[src/rtl/arb_pkg.sv]
// Shared cache/memory arbiter types: FSM state encoding, grant identity and
// default bus widths used by cache_mem_arbiter and its helpers.
package arb_pkg;

   localparam int unsigned ARB_MEM_AW = 23;
   localparam int unsigned ARB_DW     = 128;

   typedef enum logic [1:0] {
      ST_IDLE,
      ST_SERVE_I,
      ST_SERVE_D,
      ST_RESP
   } arb_state_t;

   typedef enum logic {
      GNT_I = 1'b0,
      GNT_D = 1'b1
   } grant_t;

endpackage

[src/rtl/cache_mem_arbiter_if.sv]
// Memory-side request/response bundle between the cache arbiter (master)
// and the backing memory (slave).
interface cache_mem_arbiter_if
   import arb_pkg::*;
#(
   parameter int unsigned MEM_AW = ARB_MEM_AW,
   parameter int unsigned DW     = ARB_DW
) ();

   logic              req;
   logic              we;
   logic [MEM_AW-1:0] addr;
   logic [DW-1:0]     wdata;
   logic              done;
   logic [DW-1:0]     rdata;

   modport master (output req, we, addr, wdata, input done, rdata);
   modport slave  (input req, we, addr, wdata, output done, rdata);

endinterface

[src/rtl/rr_arb2.sv]
// Two-way requester arbiter: combinational grant plus the last_grant register.
// Define DCACHE_PRIORITY_EN to make D win every simultaneous contest.
module rr_arb2
   import arb_pkg::*;
(
   input  logic   clk,
   input  logic   rst_n,
   input  logic   req_i,
   input  logic   req_d,
   input  logic   update,
   input  grant_t upd_grant,
   output logic   gnt_valid,
   output grant_t gnt
);

   grant_t last_grant;

   // Reset to D so the I-cache wins the first simultaneous contest.
   always_ff @(posedge clk or negedge rst_n) begin
      if (!rst_n)
         last_grant <= GNT_D;
      else if (update)
         last_grant <= upd_grant;
   end

   always_comb begin
      gnt_valid = req_i | req_d;
      gnt       = GNT_I;
      if (req_i && req_d) begin
`ifdef DCACHE_PRIORITY_EN
         gnt = GNT_D;
`else
         gnt = (last_grant == GNT_D) ? GNT_I : GNT_D;
`endif
      end else if (req_d) begin
         gnt = GNT_D;
      end
   end

endmodule

[src/rtl/cache_mem_arbiter.sv]
// Arbitrates I-cache refills and D-cache refills/write-backs onto one memory port.
// Build option: DCACHE_PRIORITY_EN (D always wins simultaneous requests).
module cache_mem_arbiter
   import arb_pkg::*;
#(
   parameter int unsigned MEM_AW = ARB_MEM_AW,
   parameter int unsigned DW     = ARB_DW
) (
   input  logic              i_riscv_clk,
   input  logic              i_riscv_rst_n,
   input  logic              i_ic_req,
   input  logic [MEM_AW-1:0] i_ic_addr,
   output logic              o_ic_done,
   output logic [DW-1:0]     o_ic_rdata,
   input  logic              i_dc_req,
   input  logic              i_dc_we,
   input  logic [MEM_AW-1:0] i_dc_addr,
   input  logic [DW-1:0]     i_dc_wdata,
   output logic              o_dc_done,
   output logic [DW-1:0]     o_dc_rdata,
   output logic              o_mem_req,
   output logic              o_mem_we,
   output logic [MEM_AW-1:0] o_mem_addr,
   output logic [DW-1:0]     o_mem_wdata,
   input  logic              i_mem_done,
   input  logic [DW-1:0]     i_mem_rdata,
   output logic              o_busy
);

   arb_state_t        state, state_nxt;
   grant_t            granted, gnt;
   logic              gnt_valid;
   logic              arb_update;
   logic              lat_we;
   logic [MEM_AW-1:0] lat_addr;
   logic [DW-1:0]     lat_wdata;

   cache_mem_arbiter_if #(.MEM_AW(MEM_AW), .DW(DW)) mem_bus ();

   rr_arb2 u_rr_arb2 (
      .clk       (i_riscv_clk),
      .rst_n     (i_riscv_rst_n),
      .req_i     (i_ic_req),
      .req_d     (i_dc_req),
      .update    (arb_update),
      .upd_grant (granted),
      .gnt_valid (gnt_valid),
      .gnt       (gnt)
   );

   always_ff @(posedge i_riscv_clk or negedge i_riscv_rst_n) begin
      if (!i_riscv_rst_n)
         state <= ST_IDLE;
      else
         state <= state_nxt;
   end

   always_comb begin
      state_nxt  = state;
      arb_update = 1'b0;
      case (state)
         ST_IDLE: begin
            if (gnt_valid)
               state_nxt = (gnt == GNT_I) ? ST_SERVE_I : ST_SERVE_D;
         end
         ST_SERVE_I, ST_SERVE_D: begin
            if (mem_bus.done) begin
               state_nxt  = ST_RESP;
               arb_update = 1'b1;
            end
         end
         ST_RESP: state_nxt = ST_IDLE;
         default: state_nxt = ST_IDLE;
      endcase
   end

   // Request fields are captured at grant so a requester dropping its
   // request mid-transaction cannot disturb the memory access.
   always_ff @(posedge i_riscv_clk or negedge i_riscv_rst_n) begin
      if (!i_riscv_rst_n) begin
         granted    <= GNT_D;
         lat_we     <= 1'b0;
         lat_addr   <= '0;
         lat_wdata  <= '0;
         o_ic_rdata <= '0;
         o_dc_rdata <= '0;
      end else begin
         if (state == ST_IDLE && gnt_valid) begin
            granted   <= gnt;
            lat_we    <= (gnt == GNT_D) ? i_dc_we : 1'b0;
            lat_addr  <= (gnt == GNT_D) ? i_dc_addr : i_ic_addr;
            lat_wdata <= (gnt == GNT_D) ? i_dc_wdata : '0;
         end
         if (state == ST_SERVE_I && mem_bus.done)
            o_ic_rdata <= mem_bus.rdata;
         if (state == ST_SERVE_D && mem_bus.done && !lat_we)
            o_dc_rdata <= mem_bus.rdata;
      end
   end

   assign mem_bus.req   = (state == ST_SERVE_I) || (state == ST_SERVE_D);
   assign mem_bus.we    = mem_bus.req & lat_we;
   assign mem_bus.addr  = mem_bus.req ? lat_addr : '0;
   assign mem_bus.wdata = mem_bus.req ? lat_wdata : '0;
   assign mem_bus.done  = i_mem_done;
   assign mem_bus.rdata = i_mem_rdata;

   assign o_mem_req   = mem_bus.req;
   assign o_mem_we    = mem_bus.we;
   assign o_mem_addr  = mem_bus.addr;
   assign o_mem_wdata = mem_bus.wdata;

   assign o_ic_done = (state == ST_RESP) && (granted == GNT_I);
   assign o_dc_done = (state == ST_RESP) && (granted == GNT_D);
   assign o_busy    = (state != ST_IDLE);

endmodule

[config.mk]
export PLATFORM = sky130hd
export DESIGN_NAME = cache_mem_arbiter
export DESIGN_NICKNAME = d
export VERILOG_FILES = /design/src/rtl/arb_pkg.sv /design/src/rtl/cache_mem_arbiter_if.sv /design/src/rtl/rr_arb2.sv /design/src/rtl/cache_mem_arbiter.sv
export SDC_FILE = /design/constraint.sdc
export NUM_CORES = 1
export LEC_CHECK = 0
export ABC_AREA = 1
export ABC_CLOCK_PERIOD_IN_PS = 2300
export CAP_MARGIN = 0
export CORE_AREA = 3 3 281 283
export CTS_CLUSTER_DIAMETER = 30
export DETAILED_ROUTE_END_ITERATION = 6
export DIE_AREA = 0 0 284 286
export GPL_ROUTABILITY_DRIVEN = 0
export PLACE_DENSITY = 0.5
export SYNTH_ARGS = -nofsm -noshare
export SYNTH_HDL_FRONTEND = slang
export SYNTH_HIERARCHICAL = 1
export SYNTH_SLANG_ARGS = --single-unit
export TNS_END_PERCENT = 5
[constraint.sdc]
create_clock -name i_riscv_clk -period 2.3 [get_ports i_riscv_clk]
set_clock_uncertainty 0.05 [all_clocks]
set_input_delay 0.46 -clock i_riscv_clk [delete_from_list [all_inputs] [get_ports i_riscv_clk]]
set_output_delay 0.46 -clock i_riscv_clk [all_outputs]
set_load 0.03 [all_outputs]
==> flow_metrics.env, run 1 <==
export IMPL_outcome="complete, but fails checks"
export IMPL_violations="setup timing"
export IMPL_synth_top_cells_by_count="779 x nand2_1, 410 x dfrtp_1, 353 x o21ai_0, 315 x inv_1, 57 x buf_2"
export IMPL_internal_power_mw=30.4
export IMPL_setup_tns_ns=-22.80
export IMPL_drc=0
export IMPL_hold_violations=0
export IMPL_dpl_cell_area_mm2=0.0255
export IMPL_drive_gt1_share_pct=19.8
export IMPL_die_area_mm2=0.0812
export IMPL_wl_um=64800
export IMPL_yosysMostFrequentCell="nand2_1"
export IMPL_leakage_nw=15.2
export IMPL_grt_pass1_wl_um=98600
export IMPL_final_area_mm2=0.0303
export IMPL_synth_top_area_share_pct=59.7
export IMPL_yosys_top_cells_area="dfrtp_1 60%, nand2_1 17%, o21ai_0 10%"
export IMPL_max_stage_delay_ns=0.37
export IMPL_cp_data_arrival_time_ns=2.03
export IMPL_netlist_cell_type_count=17
export IMPL_fp_dieH_um=286
export IMPL_ys_warn_count=6
export IMPL_areaGrowthSynthToFinish_pct=76.0
export IMPL_async_reset_ff_share_pct=100
export IMPL_crit_type="reg -> out"
export IMPL_finalCriticalPeriod_ns=2.54
export IMPL_critical_path_buf_inv_count=6
export IMPL_cap_violations=0
export IMPL_antenna_left=0
export IMPL_seqPwrFrac_pct=24.0
export IMPL_coreArea_mm2=0.0770
export IMPL_vias=16200
export IMPL_numPortBuffers=719
export IMPL_clockRootBuffer="clkbuf_16"
export IMPL_p_comb_share_pct=45.9
export IMPL_power_density_mw_per_mm2=1680
export IMPL_rrSetupSlack_ns=0.25
export IMPL_clockPowerShare_pct=30.1
export IMPL_cp_cell_sequence="inv_2 > ha_4 > buf_12 > buf_12 > clkbuf_16 > nand2_2 > inv_2 > buf_6"
export IMPL_rows=102
export IMPL_drt_pre_antenna_iters=5
export IMPL_grt_pass1_vias=17100
export IMPL_crit_path_max_fanout=8
export IMPL_dominantRegCellSynth="dfrtp_1"
export IMPL_die_w_um=284
export IMPL_p_sw_share_pct=40.3
export IMPL_grt_remaining_overflow=0
export IMPL_drt_iter0_markers=672
export IMPL_cts_tree="done"
export IMPL_slew_headroom_pct=64.1
export IMPL_netlist_area_mm2=0.0172
export IMPL_synth_edf_count=0
export IMPL_grt_max_degree=84
export IMPL_critPathCaptureType="primary output"
export IMPL_viasPerCell=4.08
export IMPL_clkTransAtPathRegs_ns=0.04
export IMPL_worstPathRequired_ns=1.79
export IMPL_worst_pin_slew_ns=0.539
export IMPL_avgSynthCellArea_um2=8.38
export IMPL_slowest_stage="dfrtp_1"
export IMPL_grt_use_total_pct=15.4
export IMPL_finalSetupViolCount=150
export IMPL_switchingPower_mw=20.5
export IMPL_cts_max_path_buffers=3
export IMPL_seq_area_frac_synth_pct=60.0
export IMPL_period_share_pct=111
export IMPL_synth_nets=2365
export IMPL_cts_buffers=104
export IMPL_hold_ws_ns=0.284
export IMPL_clkLatencyLatePin_ns=0.62
export IMPL_layout_nets=3152
export IMPL_post_dp_hpwl_um=47000
export IMPL_synth_top_cell_by_area="dfrtp_1"
export IMPL_start_kind="flop"
export IMPL_synth_cells=2052
export IMPL_crit_family="buffers and inverters"
export IMPL_ir_drop_mv=0.735
export IMPL_hold_path_class="in -> async"
export IMPL_antenna_found_initial=6
export IMPL_setup_ws_ns=-0.242
export IMPL_rsz0062_at_grt="true"
export IMPL_max_freq_ghz=0.393
export IMPL_drv_slew=0
export IMPL_initial_utilization_pct=22.3
export IMPL_drt_wirelength_per_cell_um=16.3
export IMPL_htreeDepth=3
export IMPL_numClockSinks=412
export IMPL_synth_seq_cells=412
export IMPL_dp_slack_ns=0.159
export IMPL_io_pins=720
state kept, by name (all words and copies together), names as in the netlist:
register	cells
granted	1
lat_wdata	128
o_ic_rdata	128
o_dc_rdata	128
lat_we	1
lat_addr	23
state	2
u_rr_arb2/last_grant	1
repair_timing:
item,in CTS,in global routing
buffers inserted,15,4
hold endpoints to repair,33,0
pin swaps,1,1
resized for setup,168,118
hold buffers,1,0
setup endpoints to repair,170,159
cloned,6,3
power groups by stage:
stage                     Combinational, mW  Sequential, mW  Clock [mW]
after floorplan                        7.73            15.9           0
after global placement                 20.6            12.1           0
after detailed placement               20.8            12.2           0
after CTS                              22.8            12.2        15.6
after global routing                   25.0            12.6        16.1
final                                  23.4            12.2        15.3
worst reg2reg max path: cells and delay by family (launching register included):
family | cells | cell delay [ns]
compound gates | 1 | 0.16
fa+ha+maj | 1 | 0.17
flops | 1 | 0.39
simple gates | 1 | 0.14
buf+inv | 6 | 1.03
area by class of cell:
type	count	area, µm²
Timing Repair Buffer	807	8410
Clock inverter	64	872
Clock buffer	134	2910
Tap cell	1040	1300
Inverter	316	1190
Fill cell	7638	46700
Sequential cell	412	10300
Multi-Input combinational cell	1198	5290
Antenna cell	2	5.00
cells in the final DEF (no fill, tap or decap), types with 3 or more instances in the layout:
master	count
dfrtp_1	410
clkbuf_8	17
buf_6	93
clkbuf_1	12
bufinv_16	16
inv_1	236
clkbuf_16	108
dlymetal6s2s_1	3
clkdlybuf4s50_1	544
clkinv_16	4
ha_1	4
buf_16	7
clkinv_2	30
dlygate4sd2_1	14
buf_12	30
nand2_4	4
o21ai_0	353
buf_4	105
o21ai_1	56
clkinvlp_4	10
buf_8	4
nand2_1	713
nand2_2	62
inv_2	80
per-layer routing:
metal | part of all wire [%] | up-vias | global-route usage, %
met5 | 0.052 | - | 0
met4 | 3.9 | 6 | 6.78
met3 | 7.9 | 141 | 4.91
met2 | 48 | 659 | 26.0
met1 | 40 | 7560 | 17.9
li1 | - | 7853 | -
stage by stage:
step,cells,util (%),power [mW]
global placement,3744,33.1,32.8
global route,3972,39.3,53.7
detailed placement,3744,33.1,33.0
finish,3973,39.3,50.9
CTS,3964,39.0,50.6
floorplan,2052,-,23.6
cells by family after synthesis:
family | after synthesis | synth area share (%)
and+or+nand+nor | 783 | 17.1
buffers and inverters | 442 | 10.6
AOI/OAI and AO/OA | 410 | 11.9
adders and majority gates | 5 | 0.364
DFF | 412 | 60.0
final timing paths:
check	startpoint	endpoint	cells after the start
max	state[1]$_DFFE_PN0P_	o_mem_wdata[52]	8
min	i_riscv_rst_n	o_dc_rdata[60]$_DFFE_PN0P_	2
max reg2reg	state[1]$_DFFE_PN0P_	o_dc_rdata[25]$_DFFE_PN0P_	9
min reg2reg	granted$_DFFE_PN1P_	u_rr_arb2/last_grant$_DFFE_PN1P_	2
max in group asynchronous	i_riscv_rst_n	o_dc_rdata[38]$_DFFE_PN0P_	3
min in group i_riscv_clk	i_dc_wdata[105]	lat_wdata[105]$_DFFE_PN0P_	3
(Power assumes the default switching activity.)
==> inputs of run 2 (changes only) <==
- ABC_CLOCK_PERIOD_IN_PS: 2300 -> 2400
- clock period: 2.3 -> 2.4 ns (I/O delays scaled with it)
==> flow_metrics.env, run 2 (same netlist as run 1, synthesis figures left out) <==
export IMPL_crit_start="state[0]$_DFFE_PN0P_"
export IMPL_wl_um=63900
export IMPL_worstPathRequired_ns=1.87
export IMPL_drv_slew=0
export IMPL_dp_cells=3744
export IMPL_power_density_mw_per_mm2=1600
export IMPL_clockPowerShare_pct=31.3
export IMPL_rrSetupSlack_ns=0.56
export IMPL_p_sw_share_pct=39.5
export IMPL_coreArea_mm2=0.0770
export IMPL_antenna_found_initial=6
export IMPL_crit_path_max_fanout=11
export IMPL_crit_type="reg -> out"
export IMPL_htreeDepth=3
export IMPL_p_comb_share_pct=44.6
export IMPL_cts_max_path_buffers=3
export IMPL_numPortBuffers=719
export IMPL_reg_top3="lat_wdata: 128 flops, o_dc_rdata: 128 flops, o_ic_rdata: 128 flops"
export IMPL_grt_max_degree=83
export IMPL_switchingPower_mw=19.0
export IMPL_cp_data_arrival_time_ns=1.97
export IMPL_instances_no_fill=3957
export IMPL_post_dp_hpwl_um=46900
export IMPL_cap_violations=0
export IMPL_total_power_mw=48.3
export IMPL_viasPerCell=4.08
export IMPL_grt_pass1_wl_um=97900
export IMPL_vias=16200
export IMPL_rr_worst_depth=8
export IMPL_final_common_cell="nand2_1"
export IMPL_hold_path_class="in -> async"
export IMPL_final_area_mm2=0.0301
export IMPL_layout_nets=3139
export IMPL_leakage_nw=15.1
export IMPL_io_pins=720
export IMPL_drt_iter0_markers=791
export IMPL_fp_dieH_um=286
export IMPL_hold_violations=0
export IMPL_reg2reg_to="o_dc_rdata[52]$_DFFE_PN0P_"
export IMPL_drt_pre_antenna_iters=5
export IMPL_seqPwrFrac_pct=24.0
export IMPL_die_area_mm2=0.0812
export IMPL_max_freq_ghz=0.400
export IMPL_ir_drop_mv=0.678
export IMPL_internal_power_mw=29.2
export IMPL_clockRootBuffer="clkbuf_16"
export IMPL_drc=0
export IMPL_drive_gt1_share_pct=16.6
export IMPL_critPathCaptureType="primary output"
export IMPL_violations="setup timing"
export IMPL_ff_latch_area_mm2=0.0103
export IMPL_die_w_um=284
export IMPL_rsz0062_at_grt="true"
export IMPL_cts_buffers=103
export IMPL_grt_pass1_vias=16800
export IMPL_clkTransAtPathRegs_ns=0.05
export IMPL_initial_utilization_pct=22.3
export IMPL_dp_slack_ns=0.222
export IMPL_grt_use_total_pct=15.2
export IMPL_n_fill_cell=7677
export IMPL_clkLatencyLatePin_ns=0.58
export IMPL_cts_tree="done"
export IMPL_layout_common_cells="769 x nand2_1, 560 x clkdlybuf4s50_1, 410 x dfrtp_1"
export IMPL_setup_ws_ns=-0.100
export IMPL_drt_wirelength_per_cell_um=16.1
export IMPL_finalCriticalPeriod_ns=2.50
export IMPL_numClockSinks=412
export IMPL_multiInputGateArea_mm2=0.00513
export IMPL_worst_pin_slew_ns=0.461
export IMPL_rows=102
export IMPL_areaGrowthSynthToFinish_pct=75.1
export IMPL_critPathCapture="o_mem_wdata[114]"
export IMPL_dpl_cell_area_mm2=0.0255
export IMPL_grt_remaining_overflow=0
export IMPL_period_share_pct=104
export IMPL_outcome="complete, but fails checks"
export IMPL_r2r_start="state[1]$_DFFE_PN0P_"
export IMPL_antenna_left=0
export IMPL_slew_headroom_pct=69.2
export IMPL_start_kind="flop"
export IMPL_fin_util_pct=39.1
export IMPL_finalSetupViolCount=151
-- run 2: per-stage QoR --
stage	setup TNS [ns]	hold slack (ns)
6_report	-8.43	0.341
5_1_grt	-25.51	0.335
4_1_cts	-23.51	0.309
3_5_place_dp	0	0.390
3_3_place_gp	0	0.383
2_1_floorplan	0	0.134
-- run 2: per-layer routing --
metal / part of all wire [%] / track usage, % / vias up
met2: 49 / 25.7 / 644
met5: 0.086 / 0 / -
li1: - / - / 7814
met3: 8.3 / 5.04 / 117
met1: 40 / 17.9 / 7571
met4: 3.0 / 6.03 / 8
-- run 2: how the worst min path moves through the flow --
stage,cells after the start,to,startpoint
2_1_floorplan,0,lat_addr[0]$_DFFE_PN0P_,i_riscv_rst_n
3_3_place_gp,1,o_dc_rdata[8]$_DFFE_PN0P_,i_riscv_rst_n
3_5_place_dp,1,o_dc_rdata[8]$_DFFE_PN0P_,i_riscv_rst_n
4_1_cts,3,lat_wdata[72]$_DFFE_PN0P_,i_dc_wdata[72]
5_1_grt,3,lat_wdata[71]$_DFFE_PN0P_,i_dc_wdata[71]
6_report,2,o_dc_rdata[7]$_DFFE_PN0P_,i_riscv_rst_n
-- run 2: timing repair --
action / CTS / global route
pin swaps: 1 / 1
gates cloned: 3 / 1
setup endpoints to repair: 152 / 156
endpoints found under the hold margin: 36 / 0
hold buffers: 1 / 0
resized for setup: 107 / 96
buffers inserted: 12 / 3
-- run 2: power groups by stage --
| stage | clock (mW) | combinational, mW | sequential, mW |
|---|---|---|---|
| 5_1_grt | 15.9 | 23.1 | 12.0 |
| 6_report | 15.1 | 21.5 | 11.6 |
| 4_1_cts | 15.4 | 21.4 | 11.6 |
| 3_5_place_dp | 0 | 20.2 | 11.7 |
| 3_3_place_gp | 0 | 20.0 | 11.6 |
| 2_1_floorplan | 0 | 7.40 | 15.2 |
-- run 2: critical path, cell delays in order (launching register included) --
cell     delay [ns]
dfrtp_1        0.37
inv_2          0.07
ha_4           0.35
buf_12         0.17
buf_12         0.14
nand2_1        0.07
inv_2          0.08
buf_6          0.13
-- run 2: area by class of cell --
type / count / share of cell area (%)
Timing Repair Buffer: 795 / 27.5
Antenna cell: 2 / 0.0166
Clock buffer: 143 / 10.1
Sequential cell: 412 / 34.2
Tap cell: 1040 / 4.32
Inverter: 316 / 3.94
Multi-Input combinational cell: 1198 / 17.0
Clock inverter: 51 / 2.89
==> inputs of run 3 (changes only) <==
- PLACE_DENSITY: 0.5 -> unset
==> flow_metrics.env, run 3 (same netlist as run 1, synthesis figures left out) <==
export IMPL_htreeDepth=3
export IMPL_ir_drop_mv=0.777
export IMPL_slew_headroom_pct=64.4
export IMPL_worst_pin_slew_ns=0.533
export IMPL_leakage_nw=15.0
export IMPL_crit_family="buffers and inverters"
export IMPL_cp_cell_sequence="inv_2 > ha_4 > buf_12 > buf_4 > nand2_1 > inv_2 > buf_6"
export IMPL_fp_dieH_um=286
export IMPL_initial_utilization_pct=22.3
export IMPL_final_common_cell="nand2_1"
export IMPL_die_area_mm2=0.0812
export IMPL_cp_common_cell="inv_2"
export IMPL_cts_buffers=100
export IMPL_crit_path_max_fanout=6
export IMPL_cp_data_arrival_time_ns=2.01
export IMPL_layout_common_cells="754 x nand2_1, 559 x clkdlybuf4s50_1, 410 x dfrtp_1"
export IMPL_critPathCaptureType="primary output"
export IMPL_wl_um=61000
export IMPL_p_sw_share_pct=40.3
export IMPL_drc=0
export IMPL_areaGrowthSynthToFinish_pct=73.7
export IMPL_drive_gt1_share_pct=17.2
export IMPL_numPortBuffers=719
export IMPL_path_depth=7
export IMPL_drv_slew=0
export IMPL_post_dp_hpwl_um=43700
export IMPL_max_freq_ghz=0.394
export IMPL_clkLatencyLatePin_ns=0.63
export IMPL_switchingPower_mw=19.0
export IMPL_clockPowerShare_pct=29.8
export IMPL_hold_violations=0
export IMPL_vias=15900
export IMPL_violations="setup timing"
export IMPL_power_density_mw_per_mm2=1580
export IMPL_layout_nets=3144
export IMPL_die_w_um=284
export IMPL_critical_path_buf_inv_count=5
export IMPL_n_antenna_cell=0
export IMPL_internal_power_mw=28.2
export IMPL_p_comb_share_pct=45.7
export IMPL_cap_violations=0
export IMPL_rows=102
export IMPL_clkTransAtPathRegs_ns=0.05
export IMPL_drt_iter0_markers=667
export IMPL_grt_use_total_pct=14.5
export IMPL_coreArea_mm2=0.0770
export IMPL_total_power_mw=47.2
export IMPL_final_area_mm2=0.0299
export IMPL_drt_wirelength_per_cell_um=15.4
export IMPL_grt_remaining_overflow=0
export IMPL_cts_max_path_buffers=3
export IMPL_numClockSinks=412
export IMPL_viasPerCell=4.01
export IMPL_setup_tns_ns=-9.93
export IMPL_hold_path_class="in -> async"
export IMPL_hold_ws_ns=0.341
export IMPL_max_stage_delay_ns=0.36
export IMPL_setup_ws_ns=-0.140
export IMPL_grt_max_degree=82
export IMPL_finalSetupViolCount=152
export IMPL_outcome="complete, but fails checks"
export IMPL_drt_pre_antenna_iters=5
export IMPL_cts_tree="done"
export IMPL_antenna_found_initial=2
export IMPL_antenna_left=0
export IMPL_rsz0062_at_grt="true"
export IMPL_slowest_stage="dfrtp_1"
export IMPL_finalCriticalPeriod_ns=2.54
export IMPL_seqPwrFrac_pct=24.5
export IMPL_crit_type="reg -> out"
export IMPL_dpl_cell_area_mm2=0.0255
export IMPL_grt_pass1_vias=16300
export IMPL_grt_pass1_wl_um=93500
export IMPL_fin_util_pct=38.8
export IMPL_io_pins=720
export IMPL_start_kind="flop"
export IMPL_reg_top3="lat_wdata: 128 flops, o_dc_rdata: 128 flops, o_ic_rdata: 128 flops"
export IMPL_period_share_pct=106
export IMPL_worstPathRequired_ns=1.87
export IMPL_rr_worst_depth=8
export IMPL_clockRootBuffer="clkbuf_16"
run 3: cell count changes in the layout (fill, tap and decap cells not counted), sizes merged:
cell           change
clkinvlp           -1
clkdlybuf4s50      -1
inv                +3
dlygate4sd2        +1
bufinv             -5
buf                +7
clkinv             +8
clkbuf            -13
diode              -2
run 3: through the flow:
stage	cells	worst slack, ns
after floorplan	2052	0.130
after detailed placement	3749	0.189
after global placement	3749	0.243
final	3954	-0.140
after global routing	3954	-0.265
after CTS	3948	-0.230
run 3: worst paths after layout:
check	startpoint	slack (ns)	to
min in group i_riscv_clk	i_dc_wdata[122]	0.35	lat_wdata[122]$_DFFE_PN0P_
min	i_riscv_rst_n	0.34	o_ic_rdata[82]$_DFFE_PN0P_
max	state[1]$_DFFE_PN0P_	-0.14	o_mem_wdata[38]
max in group asynchronous	i_riscv_rst_n	1.14	lat_wdata[3]$_DFFE_PN0P_
max reg2reg	state[1]$_DFFE_PN0P_	0.38	o_dc_rdata[41]$_DFFE_PN0P_
min reg2reg	lat_addr[2]$_DFFE_PN0P_	0.42	lat_addr[2]$_DFFE_PN0P_
run 3: power groups by stage:
stage	Clock [mW]	Sequential, mW	Combinational [mW]
after global routing	14.8	11.9	23.1
final	14.1	11.6	21.6
after detailed placement	0	11.6	19.8
after global placement	0	11.5	19.7
after floorplan	0	15.2	7.40
after CTS	14.4	11.6	21.2
run 3: repair_timing:
item	in CTS	in global routing
hold endpoints to repair	44	0
pin swaps	1	1
endpoints found under the setup margin	157	156
hold buffers	1	0
resized for setup	137	92
buffers inserted	10	4
cloned	3	3
run 3: area by class of cell:
| cell class | count | area (µm²) |
|---|---|---|
| clock buffers | 129 | 2790 |
| multi-input cells | 1198 | 5190 |
| flip-flops and latches | 412 | 10300 |
| repair buffers | 803 | 8300 |
| fillers | 7717 | 47100 |
| clock inverters | 56 | 790 |
| well taps | 1040 | 1300 |
| inverters | 316 | 1190 |
run 3: layer usage:
metal	GRT usage (%)	routed length, µm	vias to the layer above
met5	0	27	-
met4	7.48	2790	4
met1	16.7	24000	7236
li1	-	-	7830
met2	23.9	28900	638
met3	5.00	5280	163
